File: config.mk
export PLATFORM = sky130hd
export DESIGN_NAME = best_1ofn_busy_pipe_flat
export DESIGN_NICKNAME = d
export VERILOG_FILES = /design/src/rtl/best_1ofn_busy_pipe_if.sv /design/src/rtl/best_1ofn_busy_pipe.sv /design/src/flat_wrapper.sv
export SDC_FILE = /design/constraint.sdc
export NUM_CORES = 1
export LEC_CHECK = 0
export ABC_AREA = 0
export ABC_CLOCK_PERIOD_IN_PS = 2100
export CORE_MARGIN = 2
export CORE_UTILIZATION = 50
export CTS_CLUSTER_DIAMETER = 100
export DETAILED_ROUTE_END_ITERATION = 8
export GPL_TIMING_DRIVEN = 0
export HOLD_SLACK_MARGIN = 0.1
export PLACE_DENSITY = 0.76
export SYNTH_ARGS = -nofsm -noshare
export SYNTH_HDL_FRONTEND = slang
export SYNTH_SLANG_ARGS = --single-unit
File: constraint.sdc
create_clock -name clock -period 2.1 [get_ports clock]
set_input_delay 0.42 -clock clock [delete_from_list [all_inputs] [get_ports clock]]
set_output_delay 0.42 -clock clock [all_outputs]
set_load 0.01 [all_outputs]
File: src/rtl/best_1ofn_busy_pipe_if.sv
// Candidate bus and winner bus for best_1ofn_busy_pipe.
// master: pattern-finder side; slave: selector side.
interface best_1ofn_busy_pipe_if #(
   parameter int NCH    = 5,
   parameter int PATB   = 7,
   parameter int KEYB   = 5,
   parameter int CARRYB = 12
);
   localparam int IDXB = $clog2(NCH);

   logic                   in_vld;
   logic [NCH*PATB-1:0]    pat;
   logic [NCH*KEYB-1:0]    key;
   logic [NCH*CARRYB-1:0]  carry;
   logic [NCH-1:0]         bsy;

   logic                   best_vld;
   logic [PATB-1:0]        best_pat;
   logic [IDXB+KEYB-1:0]   best_key;
   logic [CARRYB-1:0]      best_carry;
   logic [IDXB-1:0]        best_idx;
   logic                   best_bsy;

   modport master (
      output in_vld, pat, key, carry, bsy,
      input  best_vld, best_pat, best_key,
      input  best_carry, best_idx, best_bsy
   );

   modport slave (
      input  in_vld, pat, key, carry, bsy,
      output best_vld, best_pat, best_key,
      output best_carry, best_idx, best_bsy
   );
endinterface

File: src/rtl/best_1ofn_busy_pipe.sv
// Pipelined best-1-of-N pattern selector with per-channel dead time.
// Ports: clock, reset_n (async low), bus (slave: candidates in, winner out).
module best_1ofn_busy_pipe #(
   parameter int NCH       = 5,
   parameter int PATB      = 7,
   parameter int KEYB      = 5,
   parameter int CARRYB    = 12,
   parameter int DEAD_CLKS = 0
) (
   input logic clock,
   input logic reset_n,
   best_1ofn_busy_pipe_if.slave bus
);
   localparam int IDXB = $clog2(NCH);
   localparam int LV   = IDXB;

   function automatic int cnt_at(input int l);
      int n;
      n = NCH;
      for (int k = 0; k < l; k++) n = (n + 1) / 2;
      return n;
   endfunction

   function automatic int off_at(input int l);
      int o;
      o = 0;
      for (int k = 0; k < l; k++) o += cnt_at(k);
      return o;
   endfunction

   localparam int TOT  = off_at(LV + 1);
   localparam int ROOT = off_at(LV);
   localparam logic [7:0] DC = 8'(DEAD_CLKS);

   // Ineligible nodes always carry all-zero data, so the root
   // drives zeros on the outputs without an extra mux.
   typedef struct packed {
      logic              el;
      logic [PATB-1:0]   pat;
      logic [KEYB-1:0]   key;
      logic [CARRYB-1:0] carry;
      logic [IDXB-1:0]   idx;
   } node_t;

   // Left child always holds the lower channel indices,
   // so ">=" resolves ties toward the lower index.
   function automatic node_t pick(input node_t a, input node_t b);
      if (a.el && (!b.el ||
          a.pat[PATB-1:1] >= b.pat[PATB-1:1]))
         return a;
      return b;
   endfunction

   node_t      d [TOT];
   node_t      q [TOT];
   logic [7:0] dcnt [NCH];

   for (genvar i = 0; i < NCH; i++) begin : g_in
      logic el;
      assign el = bus.in_vld & ~bus.bsy[i] &
                  (dcnt[i] == 8'd0);
      assign d[i] = el ? {1'b1,
                          bus.pat[i*PATB +: PATB],
                          bus.key[i*KEYB +: KEYB],
                          bus.carry[i*CARRYB +: CARRYB],
                          IDXB'(i)}
                       : '0;
   end

   for (genvar l = 1; l <= LV; l++) begin : g_lv
      for (genvar j = 0; j < cnt_at(l); j++) begin : g_nd
         localparam int A = off_at(l - 1) + 2 * j;
         localparam int Y = off_at(l) + j;
         if (2 * j + 1 < cnt_at(l - 1)) begin : g_cmp
            assign d[Y] = pick(q[A], q[A + 1]);
         end else begin : g_pass
            assign d[Y] = q[A];
         end
      end
   end

   always_ff @(posedge clock or negedge reset_n) begin
      if (!reset_n) q <= '{default: '0};
      else          q <= d;
   end

   // Reload on the edge the root captures a win; this also
   // covers wins by candidates that were already in flight.
   always_ff @(posedge clock or negedge reset_n) begin
      if (!reset_n) begin
         dcnt <= '{default: '0};
      end else begin
         for (int i = 0; i < NCH; i++) begin
            if (d[ROOT].el && d[ROOT].idx == IDXB'(i))
               dcnt[i] <= DC;
            else if (dcnt[i] != 8'd0)
               dcnt[i] <= dcnt[i] - 8'd1;
         end
      end
   end

   assign bus.best_vld   = q[ROOT].el;
   assign bus.best_bsy   = ~q[ROOT].el;
   assign bus.best_pat   = q[ROOT].pat;
   assign bus.best_key   = {q[ROOT].idx, q[ROOT].key};
   assign bus.best_carry = q[ROOT].carry;
   assign bus.best_idx   = q[ROOT].idx;
endmodule
File: src/flat_wrapper.sv
// flat-port wrapper written by rule: the top's interface ports become plain ports
module best_1ofn_busy_pipe_flat 
#(
   parameter int NCH       = 5,
   parameter int PATB      = 7,
   parameter int KEYB      = 5,
   parameter int CARRYB    = 12,
   parameter int DEAD_CLKS = 0
)
  (clock, reset_n, bus_in_vld, bus_pat, bus_key, bus_carry, bus_bsy, bus_best_vld, bus_best_pat, bus_best_key, bus_best_carry, bus_best_idx, bus_best_bsy);
  best_1ofn_busy_pipe_if #(.NCH(NCH), .PATB(PATB), .KEYB(KEYB), .CARRYB(CARRYB)) bus_i ();
  input logic clock;
  input logic reset_n;
  input wire logic [$bits(bus_i.in_vld)-1:0] bus_in_vld;
  input wire logic [$bits(bus_i.pat)-1:0] bus_pat;
  input wire logic [$bits(bus_i.key)-1:0] bus_key;
  input wire logic [$bits(bus_i.carry)-1:0] bus_carry;
  input wire logic [$bits(bus_i.bsy)-1:0] bus_bsy;
  output wire logic [$bits(bus_i.best_vld)-1:0] bus_best_vld;
  output wire logic [$bits(bus_i.best_pat)-1:0] bus_best_pat;
  output wire logic [$bits(bus_i.best_key)-1:0] bus_best_key;
  output wire logic [$bits(bus_i.best_carry)-1:0] bus_best_carry;
  output wire logic [$bits(bus_i.best_idx)-1:0] bus_best_idx;
  output wire logic [$bits(bus_i.best_bsy)-1:0] bus_best_bsy;
  assign bus_i.in_vld = bus_in_vld;
  assign bus_i.pat = bus_pat;
  assign bus_i.key = bus_key;
  assign bus_i.carry = bus_carry;
  assign bus_i.bsy = bus_bsy;
  assign bus_best_vld = bus_i.best_vld;
  assign bus_best_pat = bus_i.best_pat;
  assign bus_best_key = bus_i.best_key;
  assign bus_best_carry = bus_i.best_carry;
  assign bus_best_idx = bus_i.best_idx;
  assign bus_best_bsy = bus_i.best_bsy;
  best_1ofn_busy_pipe #(.NCH(NCH), .PATB(PATB), .KEYB(KEYB), .CARRYB(CARRYB), .DEAD_CLKS(DEAD_CLKS)) u_core (.clock(clock), .reset_n(reset_n), .bus(bus_i));
endmodule
==> results.yml, run 1 <==
synth:
  synth_top_area_share_pct: 60.15
  syn_area_um2: 13400
  synth_area_leaders: "dfrtp_1, and2_1, o2111ai_1"
  ys_ff_latch: 322
  post-synth-top-area-cell: "dfrtp_1"
  synthCells: 1131
  synth-main-ff-cell: "dfrtp_1"
  syn-num-nets: 1288
  synth_edf_count: 0
  async_reset_ff_share_pct: 100.0
  synth_cell_types: 53
  ys_seq_area_share_pct: 60.15
  yosysWarnings: 0
  syn_area_per_cell_um2: 11.84
critical_path:
  crit_chain: "inv_2 -> ha_4 -> or3b_4 -> or3b_4 -> nor3b_4 -> buf_12 -> buf_8 -> and2_4"
  cp-start-kind: "flop"
  cpPeakStageDelay_ns: 0.42
  required_ns: 2.61
  worstSetupStartpoint: "u_core.dcnt[9]"
  r2r_setup_slack_ns: -0.03
  critPathBufInv: 3
  crit_path_frequent_cell: "or3b_4"
  end_kind: "flop"
  critPathSlowestCell: "or3b_4"
  crit_end: "u_core.q[216]"
  reg2regPathDepth: 8
  critical_path_class: "reg2reg"
  cp_top_family: "simple AND/OR/NAND/NOR gates"
  critPathMaxFanout: 7
  r2r_end: "u_core.q[216]"
  r2r_start: "u_core.dcnt[9]"
  cp_num_cells: 8
  arrival_ns: 2.64
power_and_ir_drop:
  powerDensity_nw_per_um2: 814.3
  vdd_ir_drop_max_mv: 0.5779
  leakagePower_nw: 7.726
finish:
  antenna_cells: 0
  postLayoutCoreUtil_pct: 65.58
  n_fill_cell: 1911
  fin_cells: 1714
  final_net_count: 1512
  drive_above_1_share_pct: 16.68
  areaGrowthSynthToFinish_pct: 28.29
floorplanning:
  die_h_um: 167.7
  die_width_um: 167.7
  die_area_um2: 28120
  initial_core_util_pct: 51.11
  fp-row-count: 59
  ios: 160
  core_area_um2: 26210
clock_network:
  clk_pin_slew_ns: 0.06
  cts_htree_levels: 1
  cts_root_buffer: "clkbuf_16"
  cts_sinks: 322
  tritoncts: "done"
  cts_buffer_depth: 3
  cts_buffers: 31
  clkLatencyLatePin_ns: 0.57
placed_design:
  gp_congestion: 0.8475
  port_buffers: 159
  dp.cells: 1627
  dp_hpwl_um: 20680
  pre_cts_slack_ns: -0.6888
detailed_routing:
  routed_wl_um: 29740
  avgRoutedWirePerCell_um: 17.35
  dr.pass1.iters: 5
  drt-initial-drc-count: 759
  post-route-drc-count: 0
  via_per_inst: 5.479
  vias: 9391
  postRouteAntennaNets: 0
sta:
  fin_crit_sh_pct: 101.4
  tightest_slew_ns: 0.6118
  setup_viol: 19
  fin_setup_tns_ns: -0.1940
  max_freq_mhz: 469.5
  fin_crit_ns: 2.130
  worst_slack_ns: -0.02990
  holdWs_ns: 0.3442
  final-hold-violation-count: 0
  clock_skew_ns: 0.01325
  slew_headroom_pct: 59.21
  slew_violations: 0
  grt_setup_unrepaired: "true"
outcome:
  failed_checks: "negative setup slack"
  outcome: "finished with violations"
grt:
  grt_pass1_vias: 9468
  grt_use_total_pct: 21.67
  grt_pass1_wl_um: 48890
  grt_max_degree: 132
  antenna_found_initial: 0
  grt_overflow: 0
flow_run:
  drv_cap: 0
min_path:
  min_path_type: "reg2reg"
## layout by cell type, fill, tap and decap left out, types with 4 or more instances in the layout
cell | Yosys | layout
clkbuf_4 | 0 | 6
clkbuf_16 | 0 | 31
and2_1 | 123 | 111
mux2i_1 | 10 | 10
xnor2_1 | 7 | 7
buf_6 | 2 | 4
nor2_1 | 14 | 14
o2111ai_1 | 74 | 73
xor2_1 | 4 | 4
a21oi_4 | 0 | 4
a21boi_0 | 4 | 4
inv_1 | 35 | 33
buf_4 | 30 | 56
o211ai_1 | 74 | 74
a21o_1 | 7 | 6
clkbuf_2 | 1 | 15
buf_8 | 0 | 4
nor3b_4 | 1 | 6
ha_1 | 29 | 27
clkbuf_1 | 59 | 42
o21ai_0 | 8 | 7
a21oi_1 | 22 | 18
clkdlybuf4s50_1 | 0 | 158
nor3_1 | 12 | 11
nor2b_1 | 7 | 7
and2_4 | 0 | 12
nand2_1 | 83 | 82
buf_16 | 0 | 4
clkinv_2 | 0 | 11
clkbuf_8 | 0 | 4
nand2b_1 | 81 | 81
a31oi_1 | 25 | 22
dfrtp_1 | 322 | 322
mux2_2 | 28 | 27
or2_2 | 4 | 4
## registers in the layout, summed over array words and instances, names as in the netlist
name and cells:
u_core.bus.best_carry 12, u_core.bus.best_idx 3, u_core.bus.best_pat 7, u_core.d 50, u_core.q 204, u_core.bus.best_vld 1, u_core.bus.best_key 5, u_core.dcnt 40
## timing repair
| action | in CTS | in global routing |
|---|---|---|
| hold endpoints to repair | 69 | 0 |
| pin swaps | 9 | 12 |
| gates cloned | 4 | 0 |
| gates resized for setup | 74 | 58 |
| buffers inserted | 18 | 14 |
| hold buffers | 1 | 0 |
| setup endpoints to repair | 254 | 201 |
## how the worst min path moves through the flow
| stage | startpoint | end | slack (ns) | cells after the start |
|---|---|---|---|---|
| global placement | u_core.d[30] | u_core.q[30] | 0.33 | 0 |
| detailed placement | u_core.d[86] | u_core.d[30] | 0.33 | 0 |
| floorplan | reset_n | u_core.bus.best_carry[0] | 0.12 | 0 |
| CTS | u_core.d[93] | u_core.d[37] | 0.35 | 0 |
| global route | u_core.d[93] | u_core.d[37] | 0.35 | 0 |
| finish | u_core.d[90] | u_core.d[34] | 0.34 | 0 |
## cells by family (layout without fill, tap and decap cells)
| logic type | after synthesis | in the layout | synth area share (%) |
|---|---|---|---|
| buf+inv | 138 | 386 | 4.866 |
| compound gates | 232 | 232 | 13.05 |
| flops | 322 | 322 | 60.15 |
| fa+ha+maj | 29 | 29 | 2.709 |
| xor+xnor | 11 | 11 | 0.7192 |
| simple gates | 361 | 361 | 15.40 |
| mux | 38 | 38 | 3.101 |
## area by class of cell
cell class                 count  area [um^2]  share of cell area (%)
tap                          335        419.2                   2.439
timing repair buffer         194         1998                   11.63
clock buffer                  40        849.6                   4.944
buffer                        99        570.5                   3.320
clock inverter                17        158.9                  0.9246
multi-input combinational    671         4996                   29.07
sequential                   322         8058                   46.89
inverter                      36        135.1                  0.7863
## power by group
part           total, mW  internal (mW)  switching, mW
clock               5.40           3.11           2.29
sequential          6.67           6.51          0.153
combinational       1.92          0.941          0.984
## cell usage after synthesis, types with 3 or more instances
| cell type | count |
|---|---|
| nand3_1 | 5 |
| mux2_2 | 28 |
| nor2_1 | 14 |
| nand2b_1 | 81 |
| nor3_1 | 12 |
| a31oi_1 | 25 |
| a32oi_1 | 3 |
| o211ai_1 | 74 |
| buf_1 | 6 |
| nor3b_1 | 6 |
| nand2_1 | 83 |
| nor2b_1 | 7 |
| dfrtp_1 | 322 |
| a21boi_0 | 4 |
| inv_1 | 35 |
| or2_2 | 4 |
| a21o_1 | 7 |
| mux2i_1 | 10 |
| or3b_2 | 4 |
| xnor2_1 | 7 |
| a22oi_1 | 3 |
| o31a_1 | 3 |
| o2111ai_1 | 74 |
| a21oi_1 | 22 |
| buf_2 | 4 |
| ha_1 | 29 |
| buf_4 | 30 |
| nor4_1 | 4 |
| and2_1 | 123 |
| xor2_1 | 4 |
| o211a_1 | 3 |
| clkbuf_1 | 59 |
| o21ai_0 | 8 |
| nand3b_1 | 3 |
| or3_1 | 3 |
## through the flow
step           instance area, um^2  total power [mW]
2_1_floorplan                13400             7.593
3_3_place_gp                 15410             8.385
3_5_place_dp                 15470             8.430
4_1_cts                      17060             14.05
5_1_grt                      17190             14.58
6_report                     17190             13.99
## metal layers
layer  vias up  routed length, um  GRT usage [%]
li1       4397                  -              -
met3        71               1520          2.836
met1      4617              12730          29.00
met4         0                947          7.183
met2       306              14540          36.97
met5         -                  0              0
Power figures use the tool's default switching activity.
==> run 2, diff against run 1 <==
--- a/config.mk
+++ b/config.mk
@@ -11,7 +11,6 @@
 export CORE_UTILIZATION = 50
 export CTS_CLUSTER_DIAMETER = 100
 export DETAILED_ROUTE_END_ITERATION = 8
-export GPL_TIMING_DRIVEN = 0
 export HOLD_SLACK_MARGIN = 0.1
 export PLACE_DENSITY = 0.76
 export SYNTH_ARGS = -nofsm -noshare
==> results.yml, run 2 (same netlist as run 1, synthesis figures left out) <==
outcome:
  outcome: "completed"
floorplanning:
  fp-row-count: 59
  ios: 160
  die_h_um: 167.7
  core_area_um2: 26210
  initial_core_util_pct: 51.11
  die_width_um: 167.7
  die_area_um2: 28120
critical_path:
  critPathMaxFanout: 16
  crit_chain: "inv_1 -> ha_1 -> or3b_4 -> o2111ai_4 -> buf_6 -> buf_4 -> a21oi_4 -> buf_12 -> clkbuf_16 -> a31oi_1"
  critPathSlowestCell: "or3b_4"
  cp-start-kind: "flop"
  arrival_ns: 2.49
  required_ns: 2.52
  end_kind: "flop"
  cpPeakStageDelay_ns: 0.39
  critical_path_class: "reg2reg"
detailed_routing:
  drt-initial-drc-count: 707
  avgRoutedWirePerCell_um: 17.58
  vias: 9007
  via_per_inst: 5.506
  routed_wl_um: 28760
  dr.pass1.iters: 5
  post-route-drc-count: 0
  postRouteAntennaNets: 0
finish:
  largest_register_ffs: 204
  final_net_count: 1435
  final_common_cell: "dfrtp_1"
  finalInstanceArea_um2: 16840
  areaGrowthSynthToFinish_pct: 25.69
  postLayoutCoreUtil_pct: 64.24
  layout_common_cells: "dfrtp_1, clkdlybuf4s50_1, and2_1"
  antenna_cells: 0
  fin_cells: 1636
  drive_above_1_share_pct: 13.37
  regMostFlops: "u_core.q"
power_and_ir_drop:
  leakagePower_nw: 7.524
  design_power_total_mw: 14.60
  vdd_ir_drop_max_mv: 0.4947
  powerDensity_nw_per_um2: 867.1
clock_network:
  cts_buffers: 34
  cts_buffer_depth: 3
  clkLatencyLatePin_ns: 0.51
  cts_root_buffer: "clkbuf_16"
  cts_sinks: 322
  cts_htree_levels: 2
  clk_pin_slew_ns: 0.06
  tritoncts: "done"
grt:
  grt_pass1_vias: 8991
  antenna_found_initial: 1
  grt_max_degree: 82
  grt_use_total_pct: 20.72
  grt_pass1_wl_um: 46680
  grt_overflow: 0
sta:
  max_freq_mhz: 484.0
  grt_setup_unrepaired: "true"
  slew_violations: 0
  worst_slack_ns: 0.03405
  tightest_slew_ns: 0.7042
  final-hold-violation-count: 0
  slew_headroom_pct: 52.95
  fin_crit_sh_pct: 98.38
  setup_viol: 0
  fin_crit_ns: 2.066
  fin_setup_tns_ns: 0
  clock_skew_ns: 0.02352
  holdWs_ns: 0.3424
placed_design:
  pre_cts_slack_ns: 0.007433
  place_area_um2: 15430
  gp_congestion: 0.8553
  dp.cells: 1570
  port_buffers: 159
  dp_hpwl_um: 19330
flow_run:
  drv_cap: 0
min_path:
  min_path_type: "reg2reg"
run 2: timing repair:
action,CTS,global route
setup buffers,1,2
resized for setup,6,20
pin swaps,2,7
cloned,2,1
hold endpoints to repair,42,0
endpoints found under the setup margin,18,113
hold buffers,1,0
run 2: path summary, 6_finish.rpt:
kind / startpoint / end / slack, ns / depth (start not counted)
min: u_core.d[96] / u_core.d[40] / 0.34 / 0
max: u_core.q[77] / u_core.dcnt[30] / 0.03 / 10
max in group asynchronous: reset_n / u_core.bus.best_carry[5] / 0.92 / 3
max reg2reg: u_core.q[77] / u_core.dcnt[30] / 0.03 / 10
min in group asynchronous: reset_n / u_core.q[243] / 0.41 / 2
min reg2reg: u_core.d[96] / u_core.d[40] / 0.34 / 0
run 2: layout make-up:
cell class | count | area (um^2)
clock buffer | 51 | 1046
clock inverter | 8 | 118.9
fill | 1891 | 9370
inverter | 36 | 135.1
multi-input combinational | 671 | 4840
sequential | 322 | 8058
tap | 335 | 419.2
timing repair buffer | 213 | 2220
run 2: worst max-delay path, delay by kind of cell (launching register included):
family	cells	cell delay, ns
DFF	1	0.36
adders and majority gates	1	0.28
buffers and inverters	5	0.63
AOI/OAI and AO/OA	3	0.33
and+or+nand+nor	1	0.39
run 2: where the power goes:
| group | leakage (nW) | internal [mW] | switching [mW] |
|---|---|---|---|
| logic | 2.61 | 0.845 | 0.929 |
| clock network | 0.579 | 3.80 | 2.33 |
| registers | 4.33 | 6.51 | 0.178 |
| total | 7.52 | 11.2 | 3.44 |
run 2: metal layers:
metal	vias to the layer above	share of wire, %	global-route usage, %	wire length, um
li1	4239	-	-	-
met1	4452	44	28.00	12530
met2	268	49	34.30	13950
met3	48	5.4	3.711	1541
met4	0	2.5	6.730	732
met5	-	0	0	0
==> run 3, diff against run 2 <==
--- a/config.mk
+++ b/config.mk
@@ -6,7 +6,6 @@
 export NUM_CORES = 1
 export LEC_CHECK = 0
 export ABC_AREA = 0
-export ABC_CLOCK_PERIOD_IN_PS = 2100
 export CORE_MARGIN = 2
 export CORE_UTILIZATION = 50
 export CTS_CLUSTER_DIAMETER = 100
==> constraint.sdc (replaced) <==
create_clock -name clock -period 2.1 [get_ports clock]
set_input_delay 0.21 -clock clock [delete_from_list [all_inputs] [get_ports clock]]
set_output_delay 0.21 -clock clock [all_outputs]
set_load 0.01 [all_outputs]
==> results.yml, run 3 (same netlist as run 1, synthesis figures left out) <==
outcome:
  outcome: "finished with violations"
  failed_checks: "negative setup slack"
finish:
  fin_cells: 1638
  drive_above_1_share_pct: 12.97
  final_common_cell: "dfrtp_1"
  layout_common_cells: "dfrtp_1, clkdlybuf4s50_1, and2_1"
  regMostFlops: "u_core.q"
  n_fill_cell: 1944
  final_net_count: 1436
  antenna_cells: 0
  largest_register_ffs: 204
  areaGrowthSynthToFinish_pct: 24.11
critical_path:
  r2r_end: "u_core.dcnt[9]"
  arrival_ns: 2.59
  critical_path_class: "reg2reg"
  r2r_start: "u_core.dcnt[9]"
  cp-start-kind: "flop"
  r2r_setup_slack_ns: -0.0002
  required_ns: 2.59
  critPathMaxFanout: 3
  reg2regPathDepth: 7
  end_kind: "flop"
grt:
  grt_max_degree: 65
  grt_pass1_wl_um: 46550
  grt_use_total_pct: 20.58
  grt_overflow: 0
  antenna_found_initial: 1
  grt_pass1_vias: 9010
clock_network:
  clkLatencyLatePin_ns: 0.57
  clk_pin_slew_ns: 0.06
  cts_htree_levels: 1
  cts_sinks: 322
  cts_buffers: 31
  cts_buffer_depth: 3
  cts_root_buffer: "clkbuf_16"
  tritoncts: "done"
detailed_routing:
  vias: 8978
  dr.pass1.iters: 5
  drt-initial-drc-count: 615
  postRouteAntennaNets: 0
  avgRoutedWirePerCell_um: 17.47
  routed_wl_um: 28610
  post-route-drc-count: 0
  via_per_inst: 5.481
sta:
  tightest_slew_ns: 0.8793
  fin_crit_ns: 2.100
  worst_slack_ns: -0.0001776
  max_freq_mhz: 476.2
  slew_violations: 0
  slew_headroom_pct: 41.38
  clock_skew_ns: 0.01469
  setup_viol: 1
  grt_setup_unrepaired: "true"
  fin_crit_sh_pct: 100.0
  final-hold-violation-count: 0
floorplanning:
  initial_core_util_pct: 51.11
  ios: 160
  die_width_um: 167.7
  core_area_um2: 26210
  die_area_um2: 28120
  die_h_um: 167.7
  fp-row-count: 59
power_and_ir_drop:
  design_power_total_mw: 13.93
  leakagePower_nw: 7.466
  vdd_ir_drop_max_mv: 0.5598
  powerDensity_nw_per_um2: 837.7
flow_run:
  drv_cap: 0
placed_design:
  dp.cells: 1574
  dp_hpwl_um: 19610
  port_buffers: 159
  gp_congestion: 0.8501
min_path:
  min_path_type: "in2async"
==> run 3: changes by cell type in the layout (fill, tap and decap cells not counted), moves of 4 or more <==
cell	previous run	this run
buf_4	36	44
clkinv_2	4	10
clkbuf_16	36	31
clkbuf_8	11	7
==> run 3: through the flow <==
stage	instance area, um^2	hold WS [ns]	worst slack (ns)	TNS, ns	utilization, %
after detailed placement	15460	0.1973	-0.04577	-0.6283	58.98
after global routing	16620	0.1879	-0.06002	-0.7779	63.44
final	16620	0.1794	-0.0001776	-0.0001776	63.44
after global placement	15460	0.1905	0.05555	0	58.98
after CTS	16560	0.1708	0.008212	0	63.19
after floorplan	13400	-0.08559	0.0005769	0	-
==> run 3: repair_timing <==
| item | in CTS | in global routing |
|---|---|---|
| setup buffers | 2 | 3 |
| pin swaps | 2 | 4 |
| resized for setup | 5 | 10 |
| endpoints found under the hold margin | 322 | 0 |
| cloned | 1 | 0 |
| hold buffers | 1 | 0 |
| setup endpoints to repair | 21 | 25 |
==> run 3: how the worst max path moves through the flow <==
stage / start / to / depth (start not counted)
after CTS: u_core.dcnt[9] / u_core.dcnt[9] / 7
after global routing: u_core.dcnt[9] / u_core.dcnt[9] / 7
after detailed placement: u_core.q[49] / u_core.bus.best_carry[10] / 6
after global placement: u_core.q[49] / u_core.bus.best_carry[7] / 6
final: u_core.dcnt[9] / u_core.dcnt[9] / 7
after floorplan: u_core.q[135] / u_core.q[63] / 7
==> run 3: report_power, final <==
group	internal (mW)	switching (mW)	leakage, nW	total (mW)
combinational	0.801	0.883	2.62	1.68
sequential	6.51	0.181	4.33	6.69
clock	3.21	2.34	0.513	5.55
total	10.5	3.41	7.47	13.9
==> run 3: critical path: stages (launching register included) <==
cell,delay [ns]
dfrtp_1,0.40
inv_2,0.09
ha_4,0.13
or3b_4,0.37
or3b_4,0.43
buf_6,0.14
mux2_4,0.31
a31oi_4,0.14
==> run 3: layer usage <==
layer  part of all wire (%)  vias to the layer above  global-route usage, %
li1                       -                     4236                      -
met1                     43                     4416                  28.18
met2                     48                      258                  33.81
met3                    5.7                       68                  3.096
met4                    3.6                        0                  7.372
met5                      0                        -                      0
==> run 3: layout make-up <==
| class | instances | area, um^2 | share of cell area (%) |
|---|---|---|---|
| repair buffers | 217 | 2196 | 13.21 |
| inverters | 36 | 135.1 | 0.8128 |
| flip-flops and latches | 322 | 8058 | 48.47 |
| well taps | 335 | 419.2 | 2.521 |
| multi-input cells | 671 | 4781 | 28.76 |
| clock inverters | 16 | 152.6 | 0.9182 |
| clock buffers | 41 | 883.3 | 5.313 |
